File: config.mk
export PLATFORM = sky130hd
export DESIGN_NAME = processorci_bus_bridge
export DESIGN_NICKNAME = d
export VERILOG_FILES = /design/src/rtl/processorci_bus_bridge.sv
export SDC_FILE = /design/constraint.sdc
export NUM_CORES = 1
export LEC_CHECK = 0
export CAP_MARGIN = 20
export CORE_MARGIN = 2
export CORE_UTILIZATION = 39
export DETAILED_ROUTE_END_ITERATION = 12
export PLACE_DENSITY_LB_ADDON = 0.15
export SLEW_MARGIN = 20
export SYNTH_ARGS = -nofsm -noshare
export SYNTH_HDL_FRONTEND = slang
export SYNTH_SLANG_ARGS = --single-unit
export TNS_END_PERCENT = 20
File: constraint.sdc
create_clock -name clk -period 1.95 [get_ports clk]
set_input_delay 0.39 -clock clk [delete_from_list [all_inputs] [get_ports clk]]
set_output_delay 0.39 -clock clk [all_outputs]
set_load 0.1 [all_outputs]
File: src/rtl/processorci_bus_bridge.sv
// Bus bridge: arbitrates a core's instruction and data ports onto one shared memory port,
// steering byte lanes, rejecting illegal accesses and bounding every wait for mem_ack.
//
// state  | meaning
// IDLE   | sample and arbitrate instruction / data requests
// MEM    | strobe held, waiting for mem_ack or timeout
// RESP   | one-cycle ack (and err) to the granted port
module processorci_bus_bridge #(
    parameter int ADDR_WIDTH     = 32,
    parameter int DATA_WIDTH     = 32,
    parameter int ARB_MODE       = 0,
    parameter int TIMEOUT_CYCLES = 255
) (
    input  logic                    clk,
    input  logic                    reset,
    input  logic                    i_req,
    input  logic [ADDR_WIDTH-1:0]   i_addr,
    output logic [DATA_WIDTH-1:0]   i_rdata,
    output logic                    i_ack,
    output logic                    i_err,
    input  logic                    d_rd,
    input  logic                    d_wr,
    input  logic [ADDR_WIDTH-1:0]   d_addr,
    input  logic [1:0]              d_size,
    input  logic [DATA_WIDTH-1:0]   d_wdata,
    output logic [DATA_WIDTH-1:0]   d_rdata,
    output logic                    d_ack,
    output logic                    d_err,
    output logic                    mem_rd,
    output logic                    mem_wr,
    output logic [ADDR_WIDTH-1:0]   mem_addr,
    output logic [DATA_WIDTH-1:0]   mem_wdata,
    output logic [DATA_WIDTH/8-1:0] mem_wstrb,
    input  logic [DATA_WIDTH-1:0]   mem_rdata,
    input  logic                    mem_ack
);
    localparam int NB = DATA_WIDTH / 8;
    localparam int OW = $clog2(NB);
    localparam logic [1:0]            MAX_SIZE  = 2'(OW);
    localparam logic [ADDR_WIDTH-1:0] LANE_MASK = ADDR_WIDTH'((1 << OW) - 1);
    localparam bit                    TO_EN     = (TIMEOUT_CYCLES != 0);
    localparam logic [15:0]           TO_LAST   = 16'(TIMEOUT_CYCLES - 1);

    typedef enum logic [1:0] {S_IDLE, S_MEM, S_RESP} state_t;
    state_t state, state_nx;

    logic                  last_d;
    logic                  grant_d;
    logic [OW-1:0]         off_q;
    logic [1:0]            size_q;
    logic [15:0]           to_cnt;

    logic                  d_pend;
    logic                  pick_d;
    logic                  pick_i;
    logic                  d_illegal;
    logic                  timeout_hit;
    logic [OW-1:0]         d_off;
    logic [OW-1:0]         align_mask;
    logic [NB-1:0]         strb_calc;
    logic [DATA_WIDTH-1:0] rd_shift;
    logic [DATA_WIDTH-1:0] rdata_ext;

    assign d_pend      = d_rd | d_wr;
    assign d_off       = d_addr[OW-1:0];
    // Round-robin only matters on a tie: data yields if it won the previous grant.
    assign pick_d      = d_pend && (!i_req || (ARB_MODE == 0) || !last_d);
    assign pick_i      = i_req && !pick_d;
    assign timeout_hit = TO_EN && (to_cnt == TO_LAST);
    assign rd_shift    = mem_rdata >> {off_q, 3'b000};

    always_comb begin
        align_mask = '0;
        strb_calc  = '0;
        rdata_ext  = '0;
        d_illegal  = 1'b0;
        for (int b = 0; b < OW; b++)
            align_mask[b] = (b < int'(d_size));
        for (int b = 0; b < NB; b++) begin
            strb_calc[b] = (b >= int'(d_off)) && (b < int'(d_off) + (1 << d_size));
            if (b < (1 << size_q))
                rdata_ext[8*b +: 8] = rd_shift[8*b +: 8];
        end
        d_illegal = (d_rd & d_wr) | (d_size > MAX_SIZE) | (|(d_off & align_mask));
    end

    always_ff @(posedge clk) begin
        if (reset)
            state <= S_IDLE;
        else
            state <= state_nx;
    end

    always_comb begin
        state_nx = state;
        case (state)
            S_IDLE: begin
                if (pick_d && d_illegal)
                    state_nx = S_RESP;
                else if (pick_d || pick_i)
                    state_nx = S_MEM;
            end
            S_MEM: begin
                if (mem_ack || timeout_hit)
                    state_nx = S_RESP;
            end
            S_RESP:  state_nx = S_IDLE;
            default: state_nx = S_IDLE;
        endcase
    end

    always_ff @(posedge clk) begin
        if (reset) begin
            mem_rd    <= 1'b0;
            mem_wr    <= 1'b0;
            mem_addr  <= '0;
            mem_wdata <= '0;
            mem_wstrb <= '0;
            i_ack     <= 1'b0;
            i_err     <= 1'b0;
            i_rdata   <= '0;
            d_ack     <= 1'b0;
            d_err     <= 1'b0;
            d_rdata   <= '0;
            last_d    <= 1'b0;
            grant_d   <= 1'b0;
            off_q     <= '0;
            size_q    <= '0;
            to_cnt    <= '0;
        end else begin
            i_ack <= 1'b0;
            i_err <= 1'b0;
            d_ack <= 1'b0;
            d_err <= 1'b0;
            case (state)
                S_IDLE: begin
                    if (pick_d) begin
                        last_d  <= 1'b1;
                        grant_d <= 1'b1;
                        if (d_illegal) begin
                            d_ack   <= 1'b1;
                            d_err   <= 1'b1;
                            d_rdata <= '0;
                        end else begin
                            mem_rd    <= d_rd;
                            mem_wr    <= d_wr;
                            mem_addr  <= d_addr & ~LANE_MASK;
                            mem_wdata <= d_wr ? (d_wdata << {d_off, 3'b000}) : '0;
                            mem_wstrb <= d_wr ? strb_calc : '1;
                            off_q     <= d_off;
                            size_q    <= d_size;
                            to_cnt    <= '0;
                        end
                    end else if (pick_i) begin
                        last_d    <= 1'b0;
                        grant_d   <= 1'b0;
                        mem_rd    <= 1'b1;
                        mem_wr    <= 1'b0;
                        mem_addr  <= i_addr & ~LANE_MASK;
                        mem_wdata <= '0;
                        mem_wstrb <= '1;
                        off_q     <= '0;
                        size_q    <= MAX_SIZE;
                        to_cnt    <= '0;
                    end
                end
                S_MEM: begin
                    // mem_ack takes precedence over a timeout reached on the same edge.
                    if (mem_ack || timeout_hit) begin
                        mem_rd    <= 1'b0;
                        mem_wr    <= 1'b0;
                        mem_addr  <= '0;
                        mem_wdata <= '0;
                        mem_wstrb <= '0;
                        if (grant_d) begin
                            d_ack   <= 1'b1;
                            d_err   <= !mem_ack;
                            d_rdata <= (mem_ack && mem_rd) ? rdata_ext : '0;
                        end else begin
                            i_ack   <= 1'b1;
                            i_err   <= !mem_ack;
                            i_rdata <= mem_ack ? mem_rdata : '0;
                        end
                    end else begin
                        to_cnt <= to_cnt + 16'd1;
                    end
                end
                default: ;
            endcase
        end
    end
endmodule

==> results by group <==
STA
  • Relative slew slack: 0.544
  • Worst Tran Pin Value: ~700 ps
  • Final-report setup violation count: 25
  • Hold WS: around 360 ps
  • RSZ-0062 raised after global routing: yes
  • Post-route minimum period: ~2000 ps
  • Worst Slack Setup Final: -49.1 ps
  • Final Hold Vio Count: 0
  • Clk_skew: between 10 and 15 ps
  • Slew Viols, Final: 0
  • Max Clk Rate: 500 MHz
  • Tcrit/Tclk final: 1.03

Synthesis
  • Yosys top cell area share: 0.462
  • Avg Cell Area, Syn: 10.6 sq um
  • Synth cell types: 62
  • Sequential-to-total area share from yosys stat: 0.462
  • Mux share of post-synthesis cell area: 0.105
  • Area contributors post-synth: dfxtp_1 (46%), a22o_1 (12%), mux2i_1 (9.2%), o2bb2ai_1 (4.2%), o21ai_0 (2.5%)
  • Post-synthesis adder-cell area fraction: 0.0120
  • Post-Synth Simple-Gate Area: 0.0970
  • Area leader, netlist: dfxtp_1
  • Async S/R FF share, synth: 0
  • Synth Area in Compound Gates: 0.275
  • Yosys warning count: 0
  • Cell with the most instances after synthesis: dfxtp_1
  • Main combinational cell family by area after synthesis: compound AO/OA/AOI/OAI gates
  • Post-Syn Area: 6890 sq um
  • Synth top cells by count: dfxtp_1 (159), a22o_1 (91), mux2i_1 (63)
  • XOR/XNOR Fraction of Synth Area: 0.00381
  • Post-synth EDFFs: 0
  • Syn Inst Count: 651
  • Seq cells post-synth: between 150 and 200
  • Synth Flop Type: dfxtp_1

Route
  • Antenna viol nets, final: 0
  • Drt total wl: roughly 22,000 microns
  • DR iter-0 viols: roughly 240
  • Vias per cell: roughly 5.3
  • Vias: 6,480
  • DR pass1 iterations: 4
  • Remaining DRCs: 0
  • Wire per inst: approximately 18 microns

Place
  • Post-DP HPWL: about 16,000 microns
  • Pre-CTS worst setup slack: -807 ps
  • Port Buffers: around 270
  • Routability Congestion: between 0.8 and 0.9
  • Cell total after placement: around 1.2k

Setup path
  • Worst path depth: 9
  • Sequence of cells on the critical path: inv_2 -> ha_4 -> and4b_2 -> and4_4 -> a311oi_4 -> buf_4 -> o21ba_4 -> buf_12 -> a22o_1
  • CP required: around 2300 ps
  • Crit-path slowest cell: dfxtp_2
  • Reg2Reg Depth: 9
  • Setup crit end kind: register
  • CP Data Arrival Time: approximately 2300 ps
  • Worst path max stage delay: approximately 320 ps
  • Worst R2R End: d_rdata[5]
  • FF-to-FF Start: to_cnt[0]
  • CP Launch Type: register
  • Max Fanout on Critical Path: 16
  • Crit path kind: register to register
  • Delay-heaviest family, CP: compound AO/OA/AOI/OAI gates
  • R2R setup slack: -50 ps
  • CP bufs+invs: 3

Floorplan
  • Die Width: around 140 microns
  • I/O pin total: 274
  • Initial Util: 0.398
  • Die Y: 137 microns
  • # rows: 48
  • Area of the core: 17,300 sq um
  • Die area: 18,700 sq um

Global routing
  • GRT Overall Usage: 0.233
  • First-pass GRT wire length: 34,100 microns
  • Total congestion overflow: 0
  • Initial antenna violation count: 0
  • Vias in the first global route: approximately 6.5k
  • Largest net degree at the start of global routing: 33

Pwr
  • Flop pwr share: 0.378
  • Pwr dens: about 840 nW/um^2
  • Comb power frac: 0.254
  • Final Power: around 9 mW
  • LEAKAGE: between 4 and 5 nW
  • Max VDD drop: between 0.6 and 0.7 mV
  • Net Sw Power: around 3.1 mW
  • Pint: 6.08 mW
  • Clock Power Share: 0.368
  • Sw Ratio: 0.336

Final layout
  • N_diodes: 0
  • Layout area overhead: 58.5%
  • Final-layout fill cell count: approximately 1.4k
  • Layout Cells excl Fill: between 1k and 1.5k
  • Nets: roughly 1.1k
  • Layout cells sized above 1: 0.321
  • Post-layout util: 0.631

Clocking
  • Max Buffers Root-to-Sink: 2
  • CTS tree: done
  • Worst skew pair latency: around 430 ps
  • # clock sinks: about 160
  • Root Buffer Master: clkbuf_16
  • Htree depth: 4
  • Clock transition at path regs: roughly 70 ps
  • CTS buffer count: 17

Status
  • Status: finished, violations left
  • Failing checks: negative setup slack

Hold path
  • Worst min-delay path endpoint: size_q[0]
  • Hold Startpoint: d_size[0]
  • WHS Path Cells: 3
  • Worst hold path class: input pin to register

Flow run
  • MaxCap Viol Count: 0
## timing repair
action,4_1_cts,5_1_grt
gates resized for setup,29,25
pin swaps,12,21
cloned,1,1
setup buffers,3,5
endpoints found under the setup margin,99,113
hold buffers,0,0
## worst reg2reg max path, delay by kind of cell (launching register included)
family                     cells  cell delay, ps
adders and majority gates      1             120
DFF                            1             320
AOI/OAI and AO/OA              3             550
buffers and inverters          3             370
and+or+nand+nor                2             540
## power by group through the flow
stage	sequential [mW]	combinational (mW)	clock (mW)
floorplan	4.30	0.641	0
global placement	3.53	2.20	0
detailed placement	3.53	2.22	0
CTS	3.46	2.30	3.44
global route	3.47	2.43	3.59
finish	3.46	2.32	3.37
## how the worst max path moves through the flow
stage,start,end
after floorplan,d_size[1],mem_wstrb[2]
after global placement,d_size[1],d_rdata[26]
after detailed placement,d_size[1],d_rdata[14]
after CTS,to_cnt[0],d_rdata[29]
after global routing,to_cnt[0],to_cnt[11]
final,to_cnt[0],d_rdata[5]
## cell usage in the layout (no fill, tap or decap), types with 4 or more instances in the layout
cell type,n
nor2_1,8
dfxtp_2,5
clkdlybuf4s50_1,126
a22o_1,91
a21oi_1,13
mux2i_1,62
clkbuf_16,17
buf_12,14
inv_8,4
o2bb2ai_1,33
o21ai_0,30
or3_1,6
nor2b_1,14
and3_1,4
dfxtp_1,154
mux2_2,8
buf_6,6
ha_4,4
and2_1,5
nor3_1,9
buf_4,202
nand4b_1,5
inv_6,7
a21boi_1,4
nand2_1,41
o2bb2ai_2,8
inv_1,14
dlygate4sd2_1,4
a211oi_1,9
## registers in the layout, summed over array words and instances (netlist names), 2 cells and up
name       cells
size_q         2
mem_wstrb      4
to_cnt        16
off_q          2
i_rdata       32
mem_addr      30
d_rdata       32
mem_wdata     32
state          2
## metal layers
metal / global-route usage / wire [microns] / up-vias / share of wire
met2: 0.391 / 10600 / 243 / 0.48
li1: - / - / 3128 / -
met3: 0.0578 / 1490 / 28 / 0.068
met4: 0.0802 / 425 / 0 / 0.019
met1: 0.293 / 9460 / 3081 / 0.43
met5: 0 / 0 / - / 0
## kinds of logic (layout without fill, tap and decap cells)
| family | Yosys count | count (layout) |
|---|---|---|
| XOR/XNOR | 3 | 3 |
| other | 1 | 2 |
| flip-flops | 159 | 159 |
| multiplexers | 71 | 71 |
| buffers and inverters | 66 | 404 |
| adder cells (fa/ha/maj) | 6 | 6 |
| AND/OR/NAND/NOR | 118 | 118 |
| AO/OA/AOI/OAI | 227 | 227 |
## area by class of cell
class	instances	area, sq um	area share
clock buffers	18	439	0.0402
multi-input cells	427	3580	0.328
flip-flops and latches	159	3190	0.292
well taps	225	282	0.0258
inverters	15	56.3	0.00516
repair buffers	357	3210	0.294
clock inverters	14	160	0.0147
## through the flow
| stage | setup TNS (ps) | cell area [sq um] |
|---|---|---|
| final | -626 | 10900 |
| after CTS | -162 | 10800 |
| after floorplan | -274 | 6920 |
| after global routing | -2380 | 10900 |
| after global placement | -63080 | 10100 |
| after detailed placement | -67000 | 10100 |
(Power assumes the default switching activity.)
